`config.mk`:
```
export PLATFORM = sky130hd
export DESIGN_NAME = wb_arbiter
export DESIGN_NICKNAME = d
export VERILOG_FILES = /design/src/rtl/wb_pkg.sv /design/src/rtl/wb_result_fifo.sv /design/src/rtl/wb_arbiter.sv
export SDC_FILE = /design/constraint.sdc
export NUM_CORES = 1
export LEC_CHECK = 0
export ABC_AREA = 1
export CAP_MARGIN = 20
export CELL_PAD_IN_SITES_DETAIL_PLACEMENT = 1
export CELL_PAD_IN_SITES_GLOBAL_PLACEMENT = 2
export CORE_UTILIZATION = 33
export CTS_BUF_LIST = sky130_fd_sc_hd__clkbuf_4 sky130_fd_sc_hd__clkbuf_8
export DETAILED_ROUTE_END_ITERATION = 16
export GPL_ROUTABILITY_DRIVEN = 0
export PLACE_DENSITY = 0.95
export SLEW_MARGIN = 20
export SYNTH_ARGS = -nofsm -noshare
export SYNTH_HDL_FRONTEND = slang
export SYNTH_SLANG_ARGS = --single-unit
```
`constraint.sdc`:
```
create_clock -name clk -period 10.5 [get_ports clk]
set_clock_uncertainty 0.15 [all_clocks]
set_input_delay 3.15 -clock clk [delete_from_list [all_inputs] [get_ports clk]]
set_output_delay 3.15 -clock clk [all_outputs]
set_load 0.05 [all_outputs]
```
`src/rtl/wb_pkg.sv`:
```
// Shared types for the writeback arbiter: arbitration state and register index.
// No logic; no latency.
// No flow control.
package wb_pkg;

  localparam int WB_REG_COUNT_DFLT = 32;

  // Arbitration state: NORMAL lets the ALU win, DRAIN forces one queue pop.
  typedef enum logic {
    NORMAL = 1'b0,
    DRAIN  = 1'b1
  } wb_state_e;

  // Register index at the default register count.
  typedef logic [$clog2(WB_REG_COUNT_DFLT)-1:0] reg_idx_t;

  // Index width for an arbitrary register count. At least one bit wide.
  function automatic int idx_width(input int count);
    return (count > 1) ? $clog2(count) : 1;
  endfunction

endpackage

```
`src/rtl/wb_result_fifo.sv`:
```
// Generic circular FIFO holding long-latency results until they win the write port.
// Latency: a pushed entry is visible at head one cycle after the push.
// Backpressure: push_ready = !full. A push while full is refused even if a pop happens in the same cycle.
//
// Ports: clk, rst (sync, active-high); push_valid/push_ready/push_data;
//        pop, empty, head (data at the read pointer, valid when !empty).
module wb_result_fifo #(
  parameter int DEPTH = 2,
  parameter int WIDTH = 8
) (
  input  logic             clk,
  input  logic             rst,
  input  logic             push_valid,
  output logic             push_ready,
  input  logic [WIDTH-1:0] push_data,
  input  logic             pop,
  output logic             empty,
  output logic [WIDTH-1:0] head
);
  localparam int PW = (DEPTH > 1) ? $clog2(DEPTH) : 1;

  logic [WIDTH-1:0] mem [DEPTH];
  logic [PW-1:0]    wr_ptr, rd_ptr, wr_nxt, rd_nxt;
  logic             full_q, empty_q;
  logic             do_push, do_pop;

  assign do_push = push_valid && !full_q;
  assign do_pop  = pop && !empty_q;
  // DEPTH is a power of two, so the pointers wrap by natural overflow.
  assign wr_nxt  = wr_ptr + 1'b1;
  assign rd_nxt  = rd_ptr + 1'b1;

  always_ff @(posedge clk) begin
    if (rst) begin
      wr_ptr  <= '0;
      rd_ptr  <= '0;
      full_q  <= 1'b0;
      empty_q <= 1'b1;
    end else begin
      if (do_push) wr_ptr <= wr_nxt;
      if (do_pop)  rd_ptr <= rd_nxt;
      // Equal pointers are ambiguous, so full and empty are tracked as flags.
      // A simultaneous push and pop leaves occupancy unchanged.
      if (do_push && !do_pop) begin
        empty_q <= 1'b0;
        full_q  <= (wr_nxt == rd_ptr);
      end else if (do_pop && !do_push) begin
        full_q  <= 1'b0;
        empty_q <= (rd_nxt == wr_ptr);
      end
    end
  end

  always_ff @(posedge clk) begin
    if (do_push) mem[wr_ptr] <= push_data;
  end

  assign push_ready = !full_q;
  assign empty      = empty_q;
  assign head       = mem[rd_ptr];

endmodule

```
`src/rtl/wb_arbiter.sv`:
```
// Arbitrates one register-file write port between the ALU and a long-latency result queue.
// Latency: writeEnable/waddr/wdata are registered one cycle after the winner is selected.
// Backpressure: ll_ready = queue not full. alu_hold stalls the ALU for one DRAIN cycle after
//   STARVE_LIMIT consecutive ALU wins with the queue non-empty.
//
// Ports: clk, rst (sync, active-high); alu_valid/alu_rd/alu_data, alu_hold;
//        ll_valid/ll_ready/ll_rd/ll_data; iss_valid/iss_rd, q_rd/q_busy (scoreboard);
//        writeEnable/waddr/wdata (register file write port).
// Optional: define WB_SCOREBOARD_EN to build the pending-write scoreboard. Without it,
//   q_busy is 0 and the iss_* inputs are ignored.
module wb_arbiter
  import wb_pkg::*;
#(
  parameter int REG_WIDTH    = 64,
  parameter int REG_COUNT    = 32,
  parameter int LQ_DEPTH     = 2,
  parameter int STARVE_LIMIT = 4
) (
  input  logic                         clk,
  input  logic                         rst,
  input  logic                         alu_valid,
  input  logic [idx_width(REG_COUNT)-1:0] alu_rd,
  input  logic [REG_WIDTH-1:0]         alu_data,
  output logic                         alu_hold,
  input  logic                         ll_valid,
  output logic                         ll_ready,
  input  logic [idx_width(REG_COUNT)-1:0] ll_rd,
  input  logic [REG_WIDTH-1:0]         ll_data,
  input  logic                         iss_valid,
  input  logic [idx_width(REG_COUNT)-1:0] iss_rd,
  input  logic [idx_width(REG_COUNT)-1:0] q_rd,
  output logic                         q_busy,
  output logic                         writeEnable,
  output logic [idx_width(REG_COUNT)-1:0] waddr,
  output logic [REG_WIDTH-1:0]         wdata
);
  localparam int IDX_W = idx_width(REG_COUNT);
  localparam int CNT_W = $clog2(STARVE_LIMIT + 1);

  wb_state_e             state, state_nxt;
  logic [CNT_W-1:0]      cnt, cnt_nxt;

  logic                  q_empty, q_pop;
  logic [IDX_W+REG_WIDTH-1:0] q_head;
  logic [IDX_W-1:0]      head_rd;
  logic [REG_WIDTH-1:0]  head_data;

  logic                  sel_vld;
  logic [IDX_W-1:0]      sel_rd;
  logic [REG_WIDTH-1:0]  sel_data;

  wb_result_fifo #(
    .DEPTH (LQ_DEPTH),
    .WIDTH (IDX_W + REG_WIDTH)
  ) u_fifo (
    .clk        (clk),
    .rst        (rst),
    .push_valid (ll_valid),
    .push_ready (ll_ready),
    .push_data  ({ll_rd, ll_data}),
    .pop        (q_pop),
    .empty      (q_empty),
    .head       (q_head)
  );

  assign head_rd   = q_head[IDX_W+REG_WIDTH-1 -: IDX_W];
  assign head_data = q_head[REG_WIDTH-1:0];

  // State register
  always_ff @(posedge clk) begin
    if (rst) begin
      state <= NORMAL;
      cnt   <= '0;
    end else begin
      state <= state_nxt;
      cnt   <= cnt_nxt;
    end
  end

  // Next-state logic. Only ALU wins over a waiting queue advance the starvation
  // count; a pop, an idle ALU or an empty queue clears it.
  always_comb begin
    state_nxt = state;
    cnt_nxt   = '0;
    case (state)
      NORMAL: begin
        if (alu_valid && !q_empty) begin
          cnt_nxt = cnt + 1'b1;
          if (cnt == CNT_W'(STARVE_LIMIT - 1)) state_nxt = DRAIN;
        end
      end
      DRAIN: begin
        state_nxt = NORMAL;
      end
      default: begin
        state_nxt = NORMAL;
      end
    endcase
  end

  // Output logic: winner selection. In DRAIN, any ALU result is a protocol
  // violation and is dropped.
  always_comb begin
    q_pop    = 1'b0;
    sel_vld  = 1'b0;
    sel_rd   = '0;
    sel_data = '0;
    if (state == DRAIN) begin
      q_pop    = !q_empty;
      sel_vld  = !q_empty;
      sel_rd   = head_rd;
      sel_data = head_data;
    end else if (alu_valid) begin
      sel_vld  = 1'b1;
      sel_rd   = alu_rd;
      sel_data = alu_data;
    end else if (!q_empty) begin
      q_pop    = 1'b1;
      sel_vld  = 1'b1;
      sel_rd   = head_rd;
      sel_data = head_data;
    end
  end

  // Registered write port. Writes to r0 are dropped; the queue entry is still consumed.
  always_ff @(posedge clk) begin
    if (rst) begin
      writeEnable <= 1'b0;
      waddr       <= '0;
      wdata       <= '0;
    end else begin
      writeEnable <= sel_vld && (sel_rd != '0);
      if (sel_vld) begin
        waddr <= sel_rd;
        wdata <= sel_data;
      end
    end
  end

  assign alu_hold = (state == DRAIN);

`ifdef WB_SCOREBOARD_EN
  logic [REG_COUNT-1:0] busy;

  // The set is written last, so it wins over a clear of the same register in the same cycle.
  always_ff @(posedge clk) begin
    if (rst) begin
      busy <= '0;
    end else begin
      if (q_pop) busy[head_rd] <= 1'b0;
      if (iss_valid && (iss_rd != '0)) busy[iss_rd] <= 1'b1;
    end
  end

  assign q_busy = (q_rd != '0) && busy[q_rd];
`else
  logic unused_sb;
  assign unused_sb = ^{iss_valid, iss_rd, q_rd};
  assign q_busy    = 1'b0;
`endif

endmodule

```
# ---- Word level (Yosys, flattened, before mapping)
# Memories as Yosys holds them, arrays and structs flattened. A register that Yosys moved wholly into a read port is not among the register bits.
# Cells that the tools add are included.
dict set report op_classes {
  addsub 3
  eq_ne 3
  muxes 22
  bitwise_logic 2
  n_reduce_logical 13
}
# operator count
set ops {}
lappend ops {{64-bit 2-to-1 mux} 3}
lappend ops {{1-bit 2-to-1 mux} 15}
lappend ops {{5-bit 2-to-1 mux} 3}
lappend ops {{1-bit logical AND} 6}
lappend ops {{5-bit nonzero test} 1}
lappend ops {{1-bit zero test} 4}
lappend ops {{3-bit by 1-bit adder with 3-bit output (second input constant)} 1}
lappend ops {{3-bit by 2-bit == test with 1-bit output (second input constant)} 1}
lappend ops {{3-bit OR reduction} 1}
lappend ops {{1-bit adder (second input constant)} 2}
lappend ops {{1-bit == test} 2}
lappend ops {{1-bit NOT} 2}
lappend ops {{1-bit case mux with 2 select lines} 1}
lappend ops {{2-bit nonzero test} 1}
dict set report word_totals {
  reg_bits 78
  mem_bits_rw 138
  input_bits 153
  out_inout_bits 73
  wordCells 53
  memories 1
}
# name depth word_bits rd rd_ports_with_merged_regs write_ports line_no
set memory_table {}
lappend memory_table {u_fifo.mem 2 69 1 1 1 wb_result_fifo.sv:22} ;# logic [WIDTH-1:0] mem [DEPTH];

# ---- Logic depth before layout (Yosys ltp)
dict set report depth {
  depth_word 7
  ltp_mapped 9
}

# ---- Cells and area by module
# A second synthesis with hierarchy kept.
dict set report unflattened {
  cells_unflattened 805
  hier_area_um2 8739.6
}
# mod instances cells_per_inst area_each_um2 seq_area_each_um2
set modules_own_cells {}
lappend modules_own_cells {wb_result_fifo 1 248 5246.3 4244.1}
lappend modules_own_cells {wb_arbiter 1 557 3493.4 1481.4}

# ---- Least setup slack after synthesis
# OpenSTA, ideal clock, no wires.
dict set report synth_timing {
  path_type {input-to-reg}
  start {input port ll_valid}
  end {memory u_fifo.mem[1][0] (netlist name), enable pin}
  arrival_ps 6163
  slack_ps 3688
  cell_stages 2
  path_buffers 0
  cell_sequence {nand2_1 > nor2_1}
}
dict set report synth_via {
  elab_chain_len 3
}
# item line_no
set synth_rtl {}
lappend synth_rtl {{start: declaration} wb_arbiter.sv:25} ;# input logic ll_valid,
lappend synth_rtl {{1-bit logical AND} wb_result_fifo.sv:27} ;# assign do_push = push_valid && !full_q;
lappend synth_rtl {{1-bit 2-to-1 mux} wb_result_fifo.sv:55} ;# if (do_push) mem[wr_ptr] <= push_data;
lappend synth_rtl {{1-bit 2-to-1 mux (implied by the code)} wb_result_fifo.sv:55}
lappend synth_rtl {{end: declaration} wb_result_fifo.sv:22}
# Every way passes these cells.

# ---- Final worst setup path
dict set report layout_timing {
  start {input port alu_valid}
  end {register u_fifo.full_q}
}
dict set report layout_via {
  elab_chain_len 6
  word_cells_on_any_way 8
}
# item line_no
set layout_rtl {}
lappend layout_rtl {{start: declaration} wb_arbiter.sv:21} ;# input logic alu_valid,
lappend layout_rtl {{1-bit 2-to-1 mux (*)} wb_arbiter.sv:113} ;# end else if (alu_valid) begin
lappend layout_rtl {{1-bit 2-to-1 mux (*)} wb_arbiter.sv:108} ;# if (state == DRAIN) begin
lappend layout_rtl {{1-bit logical AND (*)} wb_result_fifo.sv:28} ;# assign do_pop = pop && !empty_q;
lappend layout_rtl {{1-bit zero test} wb_result_fifo.sv:44} ;# if (do_push && !do_pop) begin
lappend layout_rtl {{1-bit logical AND} wb_result_fifo.sv:44}
lappend layout_rtl {{1-bit 2-to-1 mux or 2-bit nonzero test (tied branches)} -}
lappend layout_rtl {{end signal: assignment} wb_result_fifo.sv:46} ;# full_q <= (wr_nxt == rd_ptr);
lappend layout_rtl {{end: declaration} wb_result_fifo.sv:24} ;# logic full_q, empty_q;
# Mark *: on every way between the ends. The rest lies on a longest branch, timed or not.
# A chain may end at the register's enable or synchronous reset.

==> results.sh <==
export IMPL_synth_top_area_cell="edfxtp_1"
export IMPL_dr_first_iter_drc_count=246
export IMPL_design_area_um2=11500
export IMPL_grt_usage=0.182
export IMPL_wl_per_cell_um=17.4
export IMPL_setup_tns_ns=0
export IMPL_cts_tree="built"
export IMPL_vias=6439
export IMPL_setup_violations=0
export IMPL_via_per_inst=4.77
export IMPL_grt_pass1_wl_um=36700
export IMPL_synth_top_family_by_area="simple AND/OR/NAND/NOR gates"
export IMPL_ys_types=25
export IMPL_dr_pass1_iters=4
export IMPL_synth_edf_count=138
export IMPL_clk_pin_slew_ns=0.06
export IMPL_cp_start_kind="input port"
export IMPL_worst_ep_arrival_time_ns=5.76
export IMPL_numCtsBuffers=39
export IMPL_required_ns=10.73
export IMPL_leakagePower_nw=4.32
export IMPL_synthTopCellsByArea="edfxtp_1 49%, dfxtp_1 19%, nand2_1 14%, a31oi_1 3.5%, o21ai_0 2.6%"
export IMPL_io_buffers=213
export IMPL_instances_no_fill=1350
export IMPL_syn2layout_area_growth_pct=37.1
export IMPL_core_area_um2=24600
export IMPL_worst_ir_drop_vdd_v=0.000105
export IMPL_grt_pass1_vias=6797
export IMPL_netlist_area_um2=8390
export IMPL_synthFlopType="edfxtp_1"
export IMPL_synth_fa_ha_area_frac=0.00447
export IMPL_io_pin_count=226
export IMPL_grt_start_max_net_pins=97
export IMPL_maxCapViolations=0
export IMPL_drc_errors=0
export IMPL_yosys_area_share_simple=0.165
export IMPL_final_util=0.467
export IMPL_initial_utilization=0.341
export IMPL_max_clock_freq_mhz=181
export IMPL_rows=57
export IMPL_place_inst=1278
export IMPL_cp_end_kind="flip-flop"
export IMPL_synth_compound_area_frac=0.0987
export IMPL_synthXorXnorAreaFrac=0.00104
export IMPL_ant_nets=0
export IMPL_ys_ff_latch=217
export IMPL_clk_latency_ns=0.51
export IMPL_placed_cell_area_um2=10700
export IMPL_cts_max_level=2
export IMPL_layout_nets=1151
export IMPL_pre_cts_ws_ns=4.45
export IMPL_die_w_um=161
export IMPL_synth_top_area_share=0.494
export IMPL_maxSlewViolCount=0
export IMPL_synth_fp_nets=940
export IMPL_dieArea_um2=26100
export IMPL_overflow=0
export IMPL_period_share=0.527
export IMPL_synth_async_reset_ratio=0
export IMPL_synth_yosys_seq_area_share=0.682
export IMPL_ctsResizeCount=0
export IMPL_pwr_density_cell_nw_per_um2=199
export IMPL_period_needed_ns=5.53
export IMPL_rsz0062_at_grt="false"
export IMPL_syn_area_per_cell_um2=10.7
export IMPL_muxShareOfSynthArea=0
export IMPL_hold_violations=0
export IMPL_clockRootBuffer="clkbuf_8"
export IMPL_syn_inst=784
export IMPL_antenna_found_initial=5
export IMPL_drive_above_1_share=0.0831
export IMPL_clock_sinks=217
export IMPL_cts_buffer_depth=3
export IMPL_die_h_um=161
export IMPL_crit_path_max_fanout=49
export IMPL_critPathKind="input port to flip-flop"
export IMPL_max_slew_worst_pin_slew_ns=1.05
export IMPL_maxSlewHeadroom=0.299
export IMPL_cts_hold_buf=0
export IMPL_yosysWarnings=0
export IMPL_totalWireLength_um=23500
export IMPL_dpl_hpwl_um=14800
export IMPL_cts_setup_buffers=0
export IMPL_power_mw=2.29
export IMPL_hold_worst_slack_ns=0.280
export IMPL_status="complete, no violations"
export IMPL_fin_ws_ns=4.97
export IMPL_holdCritPathClass="flip-flop to flip-flop"
cells in the mapped netlist (2+ instances only):
| master | instances |
|---|---|
| a21oi_1 | 25 |
| a31oi_1 | 47 |
| buf_2 | 24 |
| buf_4 | 6 |
| buf_6 | 12 |
| clkbuf_1 | 10 |
| dfxtp_1 | 79 |
| edfxtp_1 | 138 |
| ha_1 | 3 |
| inv_1 | 12 |
| inv_2 | 5 |
| nand2_1 | 303 |
| nand2_4 | 2 |
| nand3_1 | 29 |
| nor2_1 | 9 |
| o211ai_1 | 18 |
| o21ai_0 | 43 |
| o21ai_1 | 10 |
| or2_2 | 3 |
routing by layer:
layer | global-route usage | up-vias | share of wire
met1 | 0.214 | 3105 | 0.41
li1 | - | 3137 | -
met2 | 0.325 | 153 | 0.51
met3 | 0.0390 | 40 | 0.053
met4 | 0.0660 | 4 | 0.021
met5 | 0 | - | 0.0010
placed cells by master, fill, tap and decap left out:
master	Yosys	layout
nand2_1	303	303
clkdlybuf4s50_1	0	213
edfxtp_1	138	138
dfxtp_1	79	78
a31oi_1	47	47
o21ai_0	43	43
clkbuf_8	0	42
nand3_1	29	29
a21oi_1	25	25
o211ai_1	18	18
inv_1	12	12
o21ai_1	10	10
clkinv_1	0	8
clkbuf_4	0	8
nor2_1	9	7
clkinv_2	0	7
buf_4	6	7
inv_2	5	5
diode_2	0	3
nor2_4	1	3
or2_2	3	3
ha_1	3	3
nand2_4	2	2
clkinvlp_4	0	2
bufinv_16	0	2
buf_16	0	2
nand3_2	1	1
xnor2_1	1	1
o221ai_1	1	1
nor3_1	1	1
dfxtp_2	0	1
conb_1	1	1
state kept, by name, summed over array words and instances (netlist names), named ones only:
| signal | flops |
|---|---|
| u_fifo.rd_ptr | 1 |
| alu_hold | 1 |
| wdata | 64 |
| u_fifo.empty | 1 |
| writeEnable | 1 |
| waddr | 5 |
| u_fifo.wr_ptr | 1 |
| u_fifo.mem | 138 |
| u_fifo.full_q | 1 |
| cnt | 3 |
cell families after synthesis:
family / after synthesis
DFF: 217
xor gates and xnor gates: 1
AOI/OAI and AO/OA: 144
buffers and inverters: 69
other: 1
adders and majority gates: 3
and+or+nand+nor: 349
cell type report:
type,instances,area [µm²]
clock buffer,50,638
tap,324,405
timing repair buffer,222,2240
sequential,217,5730
fill,2713,13100
multi-input combinational,498,2280
clock inverter,19,140
antenna,3,7.51
inverter,17,63.8
where the power goes:
part	leakage, nW	switching [mW]	internal (mW)
Clock	0.407	0.339	0.447
Combinational	1.97	0.305	0.165
Sequential	1.94	0.0313	1.00
Total	4.32	0.676	1.61
critical path: stages:
cell	delay (ns)
clkdlybuf4s50_1	0.49
nand2_4	0.48
buf_4	0.56
nand2_1	0.20
ha_1	0.36
or2_2	0.31
o211ai_1	0.10
a21oi_1	0.07
final timing paths:
| check | start | endpoint | slack, ns | cells past startpoint |
|---|---|---|---|---|
| setup / recovery | alu_valid | u_fifo.full_q | 4.97 | 8 |
| hold / removal | cnt[0] | cnt[0] | 0.28 | 1 |
| setup reg to reg | alu_hold | u_fifo.full_q | 7.64 | 8 |
| hold reg to reg | cnt[0] | cnt[0] | 0.28 | 1 |
Note: power is estimated with default switching activity, not from simulation.
